[config.mk]
export PLATFORM = sky130hd
export DESIGN_NAME = aes_round_ctrl
export DESIGN_NICKNAME = d
export VERILOG_FILES = /design/src/rtl/aes_round_ctrl.sv
export SDC_FILE = /design/constraint.sdc
export NUM_CORES = 1
export LEC_CHECK = 0
export ABC_CLOCK_PERIOD_IN_PS = 1500
export CAP_MARGIN = 20
export CORE_AREA = 2 2 43 45
export CTS_BUF_LIST = sky130_fd_sc_hd__clkbuf_8 sky130_fd_sc_hd__clkbuf_16
export CTS_CLUSTER_SIZE = 30
export DETAILED_ROUTE_END_ITERATION = 16
export DIE_AREA = 0 0 45 47
export PLACE_DENSITY = 0.77
export SYNTH_ARGS = -nofsm -noshare
export SYNTH_HDL_FRONTEND = slang
export SYNTH_SLANG_ARGS = --single-unit
[constraint.sdc]
create_clock -name CLK -period 1.5 [get_ports CLK]
set_input_delay 0.3 -clock CLK [delete_from_list [all_inputs] [get_ports CLK]]
set_output_delay 0.3 -clock CLK [all_outputs]
set_load 0.02 [all_outputs]
[src/rtl/aes_round_ctrl.sv]
// aes_round_ctrl: AES round sequencer for 10/12/14-round key schedules.
// Start/Busy/Done handshake, stall freeze and first/last-round qualifiers.
// All outputs are registered. Reset is synchronous and active-high.
// Optional feature macro: AES_CTRL_DECRYPT_EN. When it is defined, a Decrypt
// input is added, and the round index counts down from Nr to 0.
module aes_round_ctrl #(
    parameter int NR_128  = 10,
    parameter int NR_192  = 12,
    parameter int NR_256  = 14,
    parameter int ROUND_W = 4
) (
    input  logic               CLK,
    input  logic               RST,
    input  logic               Start,
    input  logic [1:0]         Key_Size,
    input  logic               Stall,
`ifdef AES_CTRL_DECRYPT_EN
    input  logic               Decrypt,
`endif
    output logic               Busy,
    output logic               Done,
    output logic [ROUND_W-1:0] Round_Num,
    output logic               First_Round,
    output logic               Last_Round,
    output logic               Key_Err
);

    localparam logic [ROUND_W-1:0] ROUND_ZERO = {ROUND_W{1'b0}};
    localparam logic [ROUND_W-1:0] ROUND_ONE  = {{(ROUND_W-1){1'b0}}, 1'b1};
    localparam logic [ROUND_W-1:0] NR_128_W   = ROUND_W'(NR_128);
    localparam logic [ROUND_W-1:0] NR_192_W   = ROUND_W'(NR_192);
    localparam logic [ROUND_W-1:0] NR_256_W   = ROUND_W'(NR_256);

    typedef enum logic {
        IDLE = 1'b0,
        RUN  = 1'b1
    } state_t;

    // The reserved key size falls back to the AES-128 round count.
    function automatic logic [ROUND_W-1:0] nr_decode(input logic [1:0] key_size);
        logic [ROUND_W-1:0] nr;
        case (key_size)
            2'b00:   nr = NR_128_W;
            2'b01:   nr = NR_192_W;
            2'b10:   nr = NR_256_W;
            default: nr = NR_128_W;
        endcase
        return nr;
    endfunction

    state_t             state_r, state_nxt_s;
    logic [ROUND_W-1:0] nr_r, nr_nxt_s, nr_start_s;
    logic               dec_r, dec_nxt_s, start_dec_s;
    logic               busy_nxt_s, done_nxt_s, first_nxt_s, last_nxt_s, kerr_nxt_s;
    logic [ROUND_W-1:0] round_nxt_s, round_step_s, end_round_s;
    logic               at_end_s, bad_s;

`ifdef AES_CTRL_DECRYPT_EN
    assign start_dec_s = Decrypt;
`else
    assign start_dec_s = 1'b0;
`endif

    assign nr_start_s = nr_decode(Key_Size);

    // Round stepping direction and terminal index depend on the latched mode.
    always_comb begin
        round_step_s = Round_Num + ROUND_ONE;
        end_round_s  = nr_r;
        if (dec_r) begin
            round_step_s = Round_Num - ROUND_ONE;
            end_round_s  = ROUND_ZERO;
        end else begin
            round_step_s = Round_Num + ROUND_ONE;
            end_round_s  = nr_r;
        end
        at_end_s = (Round_Num == end_round_s);
        bad_s    = (Round_Num > nr_r);
    end

    // State register and registered outputs.
    always_ff @(posedge CLK) begin
        if (RST) begin
            state_r     <= IDLE;
            nr_r        <= NR_128_W;
            dec_r       <= 1'b0;
            Busy        <= 1'b0;
            Done        <= 1'b0;
            Round_Num   <= ROUND_ZERO;
            First_Round <= 1'b0;
            Last_Round  <= 1'b0;
            Key_Err     <= 1'b0;
        end else begin
            state_r     <= state_nxt_s;
            nr_r        <= nr_nxt_s;
            dec_r       <= dec_nxt_s;
            Busy        <= busy_nxt_s;
            Done        <= done_nxt_s;
            Round_Num   <= round_nxt_s;
            First_Round <= first_nxt_s;
            Last_Round  <= last_nxt_s;
            Key_Err     <= kerr_nxt_s;
        end
    end

    // Next-state decision. An out-of-range round index recovers to IDLE.
    always_comb begin
        state_nxt_s = state_r;
        case (state_r)
            IDLE: begin
                if (Start) state_nxt_s = RUN;
                else       state_nxt_s = IDLE;
            end
            RUN: begin
                if (bad_s)         state_nxt_s = IDLE;
                else if (Stall)    state_nxt_s = RUN;
                else if (at_end_s) state_nxt_s = IDLE;
                else               state_nxt_s = RUN;
            end
            default: state_nxt_s = IDLE;
        endcase
    end

    // Next values of the registered outputs and the per-block latches.
    always_comb begin
        nr_nxt_s    = nr_r;
        dec_nxt_s   = dec_r;
        busy_nxt_s  = Busy;
        done_nxt_s  = 1'b0;
        round_nxt_s = Round_Num;
        first_nxt_s = First_Round;
        last_nxt_s  = Last_Round;
        kerr_nxt_s  = Key_Err;
        case (state_r)
            IDLE: begin
                if (Start) begin
                    nr_nxt_s    = nr_start_s;
                    dec_nxt_s   = start_dec_s;
                    kerr_nxt_s  = (Key_Size == 2'b11);
                    busy_nxt_s  = 1'b1;
                    round_nxt_s = start_dec_s ? nr_start_s : ROUND_ZERO;
                    first_nxt_s = 1'b1;
                    last_nxt_s  = 1'b0;
                end else begin
                    busy_nxt_s  = 1'b0;
                    round_nxt_s = ROUND_ZERO;
                    first_nxt_s = 1'b0;
                    last_nxt_s  = 1'b0;
                end
            end
            RUN: begin
                if (bad_s) begin
                    busy_nxt_s  = 1'b0;
                    round_nxt_s = ROUND_ZERO;
                    first_nxt_s = 1'b0;
                    last_nxt_s  = 1'b0;
                    kerr_nxt_s  = 1'b0;
                end else if (Stall) begin
                    busy_nxt_s  = Busy;
                    round_nxt_s = Round_Num;
                end else if (at_end_s) begin
                    busy_nxt_s  = 1'b0;
                    done_nxt_s  = 1'b1;
                    round_nxt_s = ROUND_ZERO;
                    first_nxt_s = 1'b0;
                    last_nxt_s  = 1'b0;
                end else begin
                    round_nxt_s = round_step_s;
                    first_nxt_s = 1'b0;
                    last_nxt_s  = (round_step_s == end_round_s);
                end
            end
            default: begin
                busy_nxt_s  = 1'b0;
                round_nxt_s = ROUND_ZERO;
                first_nxt_s = 1'b0;
                last_nxt_s  = 1'b0;
                kerr_nxt_s  = 1'b0;
            end
        endcase
    end

endmodule

==> out/qor.yml <==
status: "completed"
cp.required_ns: 1.20
rows: 15
crit_arrival_ns: 1.17
p_int_uw: 624.4
critical_path_buf_inv_count: 1
drtIter0Drc: 7
path_class: "reg -> out"
syn-num-nets: 84
fmax_ghz: 0.6826
dpl_cell_area_sq_um: 887.1
p_seq_frac: 0.420
top_layer: "met4"
n_fill_cell: 135
yosys_register_bits: 12
ys_warn_count: 0
fin_util: 0.6091
placed_cells: 110
fin_crit_sh: 0.9767
cts_tree: "yes"
final_net_count: 109
dr_wl_met3_um: 65
grt_start_max_net_pins: 9
fp.dieW_um: 45
reg2reg_from: "nr_r[2]"
min_path_type: "reg -> reg"
slew_violations: 0
setup_viol: 0
dr.pass1.iters: 4
start_kind: "register"
wl_um: 1481
r2r-end: "Key_Err"
rrSetupSlack_ns: 0.09
cts.clk_slew.worst_paths_ns: 0.05
insertedDiodeCount: 0
drc: 0
port_buffers: 14
critical_path.cell_chain: "clkdlybuf4s50_1"
fin_skew_ns: 0.002727
wl_met1_um: 624
reg2reg_depth: 7
comb_power_share: 0.153
p_clk_frac: 0.427
core_sq_um: 1652
dp_hpwl_um: 1143
synth_area_sq_um: 664.4
peakVddDrop_mv: 0.6292
grt_pass1_vias: 590
viasPerCell: 5.386
whs_path_depth: 2
avgRoutedWirePerCell_um: 12.99
ys_seq_area_frac: 0.3616
hold-path-endpoint: "Busy"
clock_latency_ns: 0.24
cpPeakStageDelay_ns: 0.60
initial_core_util: 0.4023
numClockSinks: 12
drive_above_1_share: 0.2990
grt_usage: 0.1629
rsz0062_at_grt: "no"
antenna_found_initial: 0
vias: 614
powerDensity_nw_per_um2: 805.3
crit_path_max_fanout: 2
max_cap_viol_count: 0
grt_pass1_wl_um: 2470
ant_nets: 0
area_growth_pct: 51.41
root_buffer: "clkbuf_8"
path_delay_family: "buffers and inverters"
max_slew.worst_pin.slew_ns: 0.3044
holdWs_ns: 0.4711
finalPower_uw: 810.1
final_cell_count_no_fill: 114
gp_congestion: 0.8059
grt_overflow: 0
switching_power_uw: 185.6
cp-end-kind: "output pin"
cts_buffers: 3
slew_headroom: 0.7971
synth_cell_types: 25
die_y_um: 47
avgSynthCellArea_sq_um: 9.101
finalCriticalPeriod_ns: 1.465
hp-start: "Busy"
wl_met2_um: 776
top_level_ports: 15
p_sw_frac: 0.2291
final-hold-violation-count: 0
htree_levels: 1
leakage_uw: 0.0004227
crit_path_top_delay_cell: "clkdlybuf4s50_1"
synth_cells: 73
postLayoutCellArea_sq_um: 1006
ctsLongestPathBuffers: 2
dieArea_sq_um: 2115
[timing repair]
| item | 4_1_cts | 5_1_grt |
|---|---|---|
| setup buffers | 0 | 0 |
| hold buffers | 0 | 0 |
| pin swaps | 1 | 7 |
| endpoints found under the setup margin | 6 | 7 |
| gates resized for setup | 4 | 11 |
[worst max path at each step]
stage | startpoint | endpoint | slack, ns | cells after the start
2_1_floorplan | Round_Num[1] | Last_Round | 0.002 | 6
3_3_place_gp | Round_Num[1] | Last_Round | 0.02 | 6
3_5_place_dp | nr_r[2] | Round_Num[2] | -0.02 | 6
4_1_cts | Last_Round | Last_Round | 0.004 | 1
5_1_grt | Busy | Busy | 0.0006 | 1
6_report | Key_Err | Key_Err | 0.03 | 1
[metrics by stage]
| step | worst slack, ns | setup TNS (ns) |
|---|---|---|
| floorplan | 0.001902 | 0 |
| global route | 0.0005905 | 0 |
| global placement | 0.01733 | 0 |
| CTS | 0.004234 | 0 |
| finish | 0.03499 | 0 |
| detailed placement | -0.02497 | -0.02808 |
[power groups by stage]
stage	clock network [uW]	registers (uW)	logic, uW
6_report	346	341	124
5_1_grt	373	341	137
4_1_cts	358	339	117
3_5_place_dp	0	345	115
3_3_place_gp	0	345	112
2_1_floorplan	0	355	56.9
[cell usage in the layout (no fill, tap or decap), types with 4 or more instances in the layout]
master / instances
inv_1: 5
nand2b_1: 4
clkbuf_8: 4
nand2_1: 5
nor2_1: 6
clkdlybuf4s50_1: 8
nand4_1: 4
buf_4: 8
dfxtp_1: 9
a21oi_1: 4
[layout make-up]
class,count,area [sq um],area share
clock buffers,4,55.05,0.05473
flip-flops and latches,12,246.5,0.2450
repair buffers,22,203.9,0.2027
multi-input cells,53,456.7,0.4540
well taps,17,21.27,0.02114
inverters,6,22.52,0.02239
[metal layers]
layer	global-route usage	vias to the layer above
met5	0	-
met4	0.07059	0
met3	0.04615	2
met2	0.2657	14
met1	0.2019	290
li1	-	308
[cell families (layout without fill, tap and decap cells)]
group	after synthesis	count (layout)	synth area share
AO/OA/AOI/OAI	12	12	0.1431
XOR/XNOR	3	3	0.03956
adder cells (fa/ha/maj)	5	5	0.09416
buffers and inverters	8	32	0.04896
flip-flops	12	12	0.3616
multiplexers	2	2	0.03013
AND/OR/NAND/NOR	31	31	0.2825
[sequential cells by signal, summed over array words and instances (netlist names)]
signal	count
Busy	1
Round_Num	4
Key_Err	1
Done	1
state_r	1
nr_r	2
First_Round	1
Last_Round	1
[cell usage after synthesis]
master    number  share of area
a211o_1        1          0.013
a21oi_1        4          0.030
a31oi_1        1         0.0094
and4b_4        1          0.021
buf_2          2          0.015
dfxtp_1       12           0.36
ha_1           5          0.094
inv_1          6          0.034
mux2i_1        2          0.030
nand2_1        5          0.028
nand2_2        2          0.019
nand2b_1       4          0.038
nand3_1        3          0.023
nand3b_1       1          0.011
nand4_1        4          0.038
nor2_1         6          0.034
nor2b_4        1          0.021
nor3_1         2          0.015
nor3_4         1          0.024
nor3b_1        1          0.011
o21ai_1        1         0.0075
o221ai_1       3          0.040
o31ai_2        1          0.019
o32ai_2        1          0.024
xnor2_1        3          0.040
Note: power is estimated with default switching activity, not from simulation.
